<file path="src/rtl/tsn_tx_gate_sched.sv">
// Two-class time-aware TX scheduler: gate cycle timer, TS window/guard band,
// frame-atomic TS/BE arbitration and frame/overrun statistics.
module tsn_tx_gate_sched #(
    parameter int unsigned NS_PER_CLK = 8,
    parameter int unsigned CNT_W      = 32
) (
    input  logic             tx_mac_aclk,
    input  logic             tx_mac_resetn,
    input  logic [63:0]      rtc_timer_in,
    input  logic             cfg_enable,
    input  logic [63:0]      cfg_base_time,
    input  logic [CNT_W-1:0] cfg_cycle_ns,
    input  logic [CNT_W-1:0] cfg_ts_start_ns,
    input  logic [CNT_W-1:0] cfg_ts_len_ns,
    input  logic [CNT_W-1:0] cfg_guard_ns,
    input  logic [7:0]       s_ts_tdata,
    input  logic             s_ts_tvalid,
    input  logic             s_ts_tlast,
    output logic             s_ts_tready,
    input  logic [7:0]       s_be_tdata,
    input  logic             s_be_tvalid,
    input  logic             s_be_tlast,
    output logic             s_be_tready,
    output logic [7:0]       m_tdata,
    output logic             m_tvalid,
    output logic             m_tlast,
    input  logic             m_tready,
    output logic             ts_gate_open,
    output logic             be_gate_open,
    output logic             cycle_start,
    output logic [15:0]      ts_frame_cnt,
    output logic [15:0]      be_frame_cnt,
    output logic [15:0]      ts_overrun_cnt
);

    typedef enum logic [1:0] {IDLE, SEND_TS, SEND_BE} state_t;

    localparam logic [CNT_W:0] STEP = (CNT_W+1)'(NS_PER_CLK);

    state_t           state_q, state_d;
    logic             running_q, running_d;
    logic [CNT_W-1:0] cyc_ns_q, cyc_ns_d;
    logic             cycle_start_q, cycle_start_d;
    logic             gate_vld_q, gate_vld_d;
    logic             win_prev_q, win_prev_d;
    logic             ovr_seen_q, ovr_seen_d;
    logic [15:0]      ts_cnt_q, ts_cnt_d;
    logic [15:0]      be_cnt_q, be_cnt_d;
    logic [15:0]      ovr_cnt_q, ovr_cnt_d;

    logic [CNT_W:0]   cyc_ext, ts_end, next_ns;
    logic [CNT_W-1:0] guard_lo;
    logic             in_win, in_guard, ts_open, be_open, beat_last;

    always_comb begin
        cyc_ext  = {1'b0, cyc_ns_q};
        ts_end   = {1'b0, cfg_ts_start_ns} + {1'b0, cfg_ts_len_ns};
        guard_lo = (cfg_ts_start_ns >= cfg_guard_ns) ? (cfg_ts_start_ns - cfg_guard_ns) : '0;
        in_win   = (cyc_ns_q >= cfg_ts_start_ns) && (cyc_ext < ts_end);
        in_guard = (cyc_ns_q >= guard_lo) && (cyc_ns_q < cfg_ts_start_ns);
        ts_open  = !running_q || in_win;
        be_open  = !running_q || (!in_win && !in_guard);
    end

    always_comb begin
        next_ns       = cyc_ext + STEP;
        running_d     = running_q;
        cyc_ns_d      = cyc_ns_q;
        cycle_start_d = 1'b0;
        if (!cfg_enable) begin
            running_d = 1'b0;
            cyc_ns_d  = '0;
        end else if (!running_q) begin
            if (rtc_timer_in >= cfg_base_time) begin
                running_d     = 1'b1;
                cyc_ns_d      = '0;
                cycle_start_d = 1'b1;
            end
        end else if (next_ns >= {1'b0, cfg_cycle_ns}) begin
            cyc_ns_d      = CNT_W'(next_ns - {1'b0, cfg_cycle_ns});
            cycle_start_d = 1'b1;
        end else begin
            cyc_ns_d = next_ns[CNT_W-1:0];
        end
    end

    // Granted queue is passed straight through; the other queue sees tready=0.
    always_comb begin
        m_tdata     = '0;
        m_tvalid    = 1'b0;
        m_tlast     = 1'b0;
        s_ts_tready = 1'b0;
        s_be_tready = 1'b0;
        if (state_q == SEND_TS) begin
            m_tdata     = s_ts_tdata;
            m_tvalid    = s_ts_tvalid;
            m_tlast     = s_ts_tlast;
            s_ts_tready = m_tready;
        end else if (state_q == SEND_BE) begin
            m_tdata     = s_be_tdata;
            m_tvalid    = s_be_tvalid;
            m_tlast     = s_be_tlast;
            s_be_tready = m_tready;
        end
    end

    always_comb begin
        state_d    = state_q;
        ts_cnt_d   = ts_cnt_q;
        be_cnt_d   = be_cnt_q;
        ovr_cnt_d  = ovr_cnt_q;
        ovr_seen_d = ovr_seen_q;
        gate_vld_d = 1'b1;
        win_prev_d = running_q && in_win;
        beat_last  = m_tvalid && m_tready && m_tlast;
        case (state_q)
            IDLE: begin
                ovr_seen_d = 1'b0;
                if (s_ts_tvalid && ts_open) begin
                    state_d = SEND_TS;
                end else if (s_be_tvalid && be_open) begin
                    state_d = SEND_BE;
                end
            end
            SEND_TS: begin
                // Window closing under a running frame: counted once, frame not cut.
                if (win_prev_q && running_q && !in_win && !ovr_seen_q) begin
                    ovr_cnt_d  = ovr_cnt_q + 16'd1;
                    ovr_seen_d = 1'b1;
                end
                if (beat_last) begin
                    state_d  = IDLE;
                    ts_cnt_d = ts_cnt_q + 16'd1;
                end
            end
            SEND_BE: begin
                if (beat_last) begin
                    state_d  = IDLE;
                    be_cnt_d = be_cnt_q + 16'd1;
                end
            end
            default: state_d = IDLE;
        endcase
    end

    always_ff @(posedge tx_mac_aclk) begin
        if (!tx_mac_resetn) begin
            state_q       <= IDLE;
            running_q     <= 1'b0;
            cyc_ns_q      <= '0;
            cycle_start_q <= 1'b0;
            gate_vld_q    <= 1'b0;
            win_prev_q    <= 1'b0;
            ovr_seen_q    <= 1'b0;
            ts_cnt_q      <= '0;
            be_cnt_q      <= '0;
            ovr_cnt_q     <= '0;
        end else begin
            state_q       <= state_d;
            running_q     <= running_d;
            cyc_ns_q      <= cyc_ns_d;
            cycle_start_q <= cycle_start_d;
            gate_vld_q    <= gate_vld_d;
            win_prev_q    <= win_prev_d;
            ovr_seen_q    <= ovr_seen_d;
            ts_cnt_q      <= ts_cnt_d;
            be_cnt_q      <= be_cnt_d;
            ovr_cnt_q     <= ovr_cnt_d;
        end
    end

    // Gate outputs read 0 while in reset and track the live gates afterwards.
    assign ts_gate_open   = gate_vld_q & ts_open;
    assign be_gate_open   = gate_vld_q & be_open;
    assign cycle_start    = cycle_start_q;
    assign ts_frame_cnt   = ts_cnt_q;
    assign be_frame_cnt   = be_cnt_q;
    assign ts_overrun_cnt = ovr_cnt_q;

endmodule

</file>
<file path="config.mk">
export PLATFORM = sky130hd
export DESIGN_NAME = tsn_tx_gate_sched
export DESIGN_NICKNAME = d
export VERILOG_FILES = /design/src/rtl/tsn_tx_gate_sched.sv
export SDC_FILE = /design/constraint.sdc
export NUM_CORES = 1
export LEC_CHECK = 0
export ABC_AREA = 1
export CAP_MARGIN = 20
export CELL_PAD_IN_SITES_DETAIL_PLACEMENT = 1
export CELL_PAD_IN_SITES_GLOBAL_PLACEMENT = 1
export CORE_ASPECT_RATIO = 0.8
export CORE_MARGIN = 2
export CORE_UTILIZATION = 36
export CTS_CLUSTER_SIZE = 25
export DETAILED_ROUTE_END_ITERATION = 10
export PLACE_DENSITY_LB_ADDON = 0.12
export SLEW_MARGIN = 20
export SYNTH_ARGS = -nofsm -noshare
export SYNTH_HDL_FRONTEND = slang
export SYNTH_SLANG_ARGS = --single-unit
</file>
<file path="constraint.sdc">
create_clock -name tx_mac_aclk -period 4.8 [get_ports tx_mac_aclk]
set_input_delay 0.48 -clock tx_mac_aclk [delete_from_list [all_inputs] [get_ports tx_mac_aclk]]
set_output_delay 0.48 -clock tx_mac_aclk [all_outputs]
set_load 0.05 [all_outputs]
</file>
=== Yosys cells after proc, flatten, opt, wreduce, memory -nomap -nowiden ===
Cells that the tools add are included.
Widths: inputs -> output; s select.

* Add/sub/neg operators: 7
* Equal/unequal tests: 5
* Reduce and logical (&&, ||, !) cells: 27
* Order comparisons: 7
* Muxes and demuxes: 24
* Bitwise gates (word level): 2

{| class="wikitable"
|+ Operators by type and width
! operator !! number
|-
| $mux 32 || 4
|-
| $ge 32x32->1 || 3
|-
| $ge 64x64->1 || 1
|-
| $sub 32x32->32 || 2
|-
| $add 16x1->16 const B || 3
|-
| $add 32x32->33 || 1
|-
| $add 32x4->33 const B || 1
|-
| $ge 33x32->1 || 1
|-
| $lt 32x33->1 || 1
|-
| $lt 32x32->1 || 1
|-
| $mux 8 || 2
|-
| $mux 1 || 13
|-
| $reduce_and 2->1 || 6
|-
| $logic_and 1x1->1 || 11
|-
| $mux 2 || 3
|-
| $logic_not 1->1 || 4
|-
| $ne 2x1->1 const B || 2
|-
| $pmux 2 s2 || 1
|-
| $reduce_bool 2->1 || 2
|-
| $ne 3x3->1 const B || 1
|-
| $and 1x1->1 || 2
|-
| $eq 2x1->1 const B || 1
|-
| $eq 2x2->1 const B || 1
|-
| $logic_not 2->1 || 1
|-
| other kinds (3) || 4
|}

* Bits of input ports: 280
* Logic and storage cells: 82
* Flip-flop bits (word level): 87
* Output and inout bits: 63

=== Depth between registers and ports, before layout ===
Gate-level depths: netlist of the first run.

* Depth in word-level cells: 11
* Gate-level depth with buffers: 31
* Depth with buffers taken out: 31

=== Least setup slack after synthesis of the first run ===
Ideal clock, no wire load.

* Kind: in2out
* From: input port cfg_ts_start_ns[0]
* To: output port be_gate_open
* Data required time: 4.320 ns
* Stages on the path: 26
* Buffers on the path: 1
* Setup slack: 0.230 ns
* Data arrival time: 4.090 ns
* Cells stage by stage: inv_1 > ha_1 > inv_1 > fa_1 > nand3_1 > nand2_1 > a21oi_2 > inv_1 > a21oi_1 > o221ai_1 > nand2_1 > o2111ai_1 > buf_2 > nand3_1 > ha_1 > a21oi_1 > o21ai_0 > nand2_1 > o311ai_0 > nand2_1 > nand2_1 > nand2_1 > nand3_1 > nand2_1 > nand2_1 > a21oi_1

* Longest elaborated chain between the ends: 8
* Elaborated cells on any way between the ends: 15
* Those cells by class: 2 x add/sub; 5 x order compare; 1 x mux; 1 x bitwise; 6 x reduce/logical

{| class="wikitable"
|+ RTL lines
! item !! RTL line !! source
|-
| start: declaration || 13 || <nowiki>input logic [CNT_W-1:0] cfg_ts_start_ns,</nowiki>
|-
| $sub 32x32->32 or $ge 32x32->1 (tied branches) || 58 || <nowiki>guard_lo = (cfg_ts_start_ns >= cfg_guard_ns) ? (cfg_ts_start_ns - cfg_guard_ns) : '0;</nowiki>
|-
| $mux 32 || 58 ||
|-
| $ge 32x32->1 || 60 || <nowiki>in_guard = (cyc_ns_q >= guard_lo) && (cyc_ns_q < cfg_ts_start_ns);</nowiki>
|-
| $logic_and 1x1->1 || 60 ||
|-
| $logic_not 1->1 || 62 || <nowiki>be_open = !running_q || (!in_win && !in_guard);</nowiki>
|-
| $logic_and 1x1->1 (*) || 62 ||
|-
| $logic_or 1x1->1 (*) || 62 ||
|-
| $and 1x1->1 (*) || 174 || <nowiki>assign be_gate_open = gate_vld_q & be_open;</nowiki>
|-
| end: declaration || 29 || <nowiki>output logic be_gate_open,</nowiki>
|}

Every way passes the cells marked *; elsewhere a longest branch is shown, timed or not.

=== Worst setup path in the final report of the first run ===
* From: input port cfg_ts_start_ns[14]
* To: output port be_gate_open

The elaborated chain is that of the path after synthesis.

==> results of run 1 <==
==> registers in the layout, summed over array words and instances (netlist names) <==
signal,count
ovr_seen_q,1
cycle_start,1
be_frame_cnt,16
cyc_ns_q,32
ts_overrun_cnt,16
ts_frame_cnt,16
running_q,1
win_prev_q,1
state_q,2
gate_vld_q,1
==> what timing repair did <==
action	4_1_cts	5_1_grt
cloned	1	0
buffers inserted	31	21
pin swaps	50	95
gates resized for setup	124	219
endpoints found under the setup margin	2	12
==> synth_stat cells (2+ instances only) <==
| cell type | n | area, um^2 |
|---|---|---|
| nand3b_1 | 7 | 52.6 |
| buf_6 | 4 | 45.0 |
| o221ai_1 | 2 | 17.5 |
| nor2_2 | 6 | 37.5 |
| nand3_1 | 107 | 536 |
| a21boi_1 | 2 | 15.0 |
| o21a_1 | 10 | 75.1 |
| inv_1 | 365 | 1370 |
| clkbuf_1 | 10 | 37.5 |
| clkinv_1 | 2 | 7.51 |
| o21ai_1 | 25 | 125 |
| a211oi_1 | 4 | 30.0 |
| dfxtp_1 | 87 | 1740 |
| nor2_1 | 175 | 657 |
| xor2_1 | 61 | 534 |
| o31ai_1 | 2 | 15.0 |
| nor3_1 | 53 | 265 |
| nand4_1 | 29 | 181 |
| ha_1 | 262 | 3280 |
| inv_2 | 7 | 26.3 |
| xnor2_1 | 32 | 280 |
| a21o_1 | 12 | 90.1 |
| buf_1 | 2 | 7.51 |
| nand2_2 | 13 | 81.3 |
| nand4_2 | 2 | 25.0 |
| fa_1 | 3 | 60.1 |
| o21bai_1 | 12 | 90.1 |
| buf_2 | 8 | 40.0 |
| a22o_1 | 8 | 70.1 |
| or2_2 | 18 | 113 |
| nor3b_1 | 2 | 15.0 |
| buf_4 | 3 | 22.5 |
| nor2_4 | 3 | 33.8 |
| o211ai_1 | 14 | 105 |
| nor3_2 | 3 | 30.0 |
| a31oi_1 | 10 | 62.6 |
| and3_1 | 4 | 25.0 |
| nor4_1 | 20 | 125 |
| a221oi_1 | 2 | 17.5 |
| a21oi_1 | 265 | 1330 |
| nand3_2 | 4 | 40.0 |
| a21oi_2 | 2 | 17.5 |
| o21ai_0 | 97 | 485 |
| nand2_1 | 428 | 1610 |
==> layout make-up <==
type | count | area (um^2) | share of cell area [%]
diodes | 1 | 2.50 | 0.0119
clock buffers | 9 | 225 | 1.07
clock inverters | 7 | 72.6 | 0.344
inverters | 376 | 1420 | 6.72
multi-input cells | 1714 | 12000 | 56.7
flip-flops and latches | 87 | 1740 | 8.25
well taps | 495 | 619 | 2.93
repair buffers | 541 | 5070 | 24.0
==> metrics by stage <==
stage | setup slack [ns] | power, mW | hold slack [ns] | std cells | setup TNS, ns
6_report | 0.0342 | 3.52 | 0.479 | 3230 | 0
3_5_place_dp | -0.465 | 2.45 | 0.470 | 3161 | -4.44
4_1_cts | 0.000896 | 3.30 | 0.484 | 3208 | 0
2_1_floorplan | 0.230 | 1.70 | 0.444 | 2204 | 0
5_1_grt | -0.140 | 3.75 | 0.510 | 3230 | -0.503
3_3_place_gp | -0.296 | 2.38 | 0.435 | 3161 | -1.10
==> path summary, 6_finish.rpt <==
check                       from                to  depth (start not counted)
max reg2reg          cyc_ns_q[6]      cyc_ns_q[15]                         24
min             be_frame_cnt[15]  be_frame_cnt[15]                          2
min reg2reg     be_frame_cnt[15]  be_frame_cnt[15]                          2
max          cfg_ts_start_ns[14]      be_gate_open                         21
==> kinds of logic (layout without fill, tap and decap cells) <==
| logic type | after synthesis | after routing | synth area share (%) |
|---|---|---|---|
| AOI/OAI and AO/OA | 476 | 476 | 18.8 |
| xor gates and xnor gates | 93 | 93 | 5.83 |
| adders and majority gates | 265 | 265 | 23.9 |
| buffers and inverters | 403 | 933 | 11.2 |
| DFF | 87 | 87 | 12.5 |
| other | 0 | 1 | 0 |
| and+or+nand+nor | 880 | 880 | 27.8 |
==> routing by layer <==
metal	share of wire, %	vias up	GRT usage [%]	wire, um
li1	-	8407	-	-
met1	47	8069	37.3	27900
met2	47	406	46.4	27800
met3	4.5	83	2.95	2690
met4	2.2	2	6.17	1320
met5	0.023	-	0	14
==> power breakdown <==
group	internal, mW	switching (mW)	total (mW)
Sequential	0.730	0.00570	0.736
Clock	0.368	0.367	0.736
Combinational	0.932	1.12	2.05
==> tightest hold or removal path, stage by stage (launching register included) <==
cell and delay, ns:
dfxtp_1 0.31, inv_1 0.07, a21oi_1 0.06
==> flow_metrics.py, run 1 <==
metrics = {
    "outcome": {
        "outcome": "finished clean",
    },
    "timing": {
        "skew_ns": 0.0150,
        "fmax_mhz": 210,
        "slew-limit-headroom_pct": 32.2,
        "setup_viol": 0,
        "finalCritPeriodShare_pct": 99.3,
        "hold_viol_final": 0,
        "fin_crit_ns": 4.77,
        "tightest_slew_ns": 1.02,
        "finalMaxSlewViolations": 0,
    },
    "clocking": {
        "root_buffer": "clkbuf_16",
        "path_clk_slew_ns": 0.07,
        "clk_latency_ns": 0.37,
        "numCtsBuffers": 9,
        "cts_hold_buf": 0,
        "htree_levels": 3,
        "cts.sinks": 87,
        "cts_tree": "done",
        "cts_buffer_depth": 2,
    },
    "power": {
        "power_density_nw_per_um2": 167,
        "p_leak_nw": 10.1,
        "ir_drop_uv": 147,
    },
    "cells_and_area": {
        "final_cell_mix": "399 x nand2_1, 332 x inv_1, 292 x clkdlybuf4s50_1, 227 x a21oi_1, 217 x ha_1",
        "final_common_cell": "nand2_1",
        "final_area_um2": 21100,
        "fillers": 4918,
        "synthToLayoutAreaGrowth_pct": 51.1,
        "nNetsFinal": 3274,
        "fin_util_pct": 55.1,
        "drive_above_1_share_pct": 18.0,
    },
    "detailed_routing": {
        "drt-total-wl_mm": 59.7,
        "wl_per_cell_um": 18.5,
        "drc": 0,
        "dr.pass1.iters": 5,
        "via_count": 16967,
        "drt-vias-per-instance": 5.25,
        "first_iter_violations": 708,
        "ant_nets": 0,
    },
    "die": {
        "die_x_um": 224,
        "fp.coreArea_um2": 38300,
        "die-area_um2": 40400,
        "die_height_um": 180,
        "start_util_pct": 36.5,
        "placementRows": 64,
        "pin_count": 343,
    },
    "global_route": {
        "grt_pass1_vias": 17688,
        "grtUsageTotal_pct": 27.4,
        "grt.overflow.total": 0,
        "grt_max_degree": 34,
        "grt_pass1_wl_mm": 90.1,
        "antenna_found_initial": 2,
    },
    "logic_synthesis": {
        "synthesis.nets": 2749,
        "async_flop_share_pct": 0,
        "yosysWarnings": 0,
        "synth_cell_types": 61,
        "synth_cells": 2204,
        "synth_seq_cells": 87,
        "netlist_area_um2": 14000,
        "ys_seq_area_share_pct": 12.5,
        "avgSynthCellArea_um2": 6.34,
        "synth_edf_count": 0,
        "ys_dominant_reg_cell": "dfxtp_1",
    },
    "critical_path": {
        "cpLargestDelayFamily": "compound AO/OA/AOI/OAI gates",
        "critical_path_peak_fanout": 6,
        "slowest_stage": "clkdlybuf4s50_1",
        "cp_data_required_time_ns": 4.32,
        "critPathKind": "in2out",
        "timing.critical_path.buf_inv": 4,
        "rrSetupSlack_ns": 0.45,
        "arrival_ns": 4.29,
        "slowest_delay_ns": 0.62,
        "start_kind": "input pin",
        "worstPathCellList": "clkdlybuf4s50_1 -> ha_4 -> a21oi_1 -> o21ai_0 -> a21oi_4 -> o21ai_2 -> a31oi_1 -> xor2_1 -> nand2_2 -> ha_4 -> nand4_1 -> inv_2 -> buf_4 -> nand2_2 -> o211ai_1 -> a31oi_1 -> nand3_2 -> nand2_4 -> nand2_4 -> a21oi_4 -> clkbuf_16",
        "crit_path_end_kind": "output pin",
    },
    "placement": {
        "dpl.hpwl_mm": 47.0,
        "gp_congestion": 0.938,
        "dpl_cell_area_um2": 19000,
        "port_buffers": 342,
    },
    "run": {
        "cap_viol_max_count": 0,
    },
    "hold_path": {
        "hp-class": "reg2reg",
    },
}
No activity file was read; power rests on OpenSTA's default activity.
==> run 2: changes to the inputs <==
Settings changed: SKIP_LAST_GASP from default to 1.
==> results of run 2 <==
The final DEF is identical to that of run 1; final timing and power are the same.
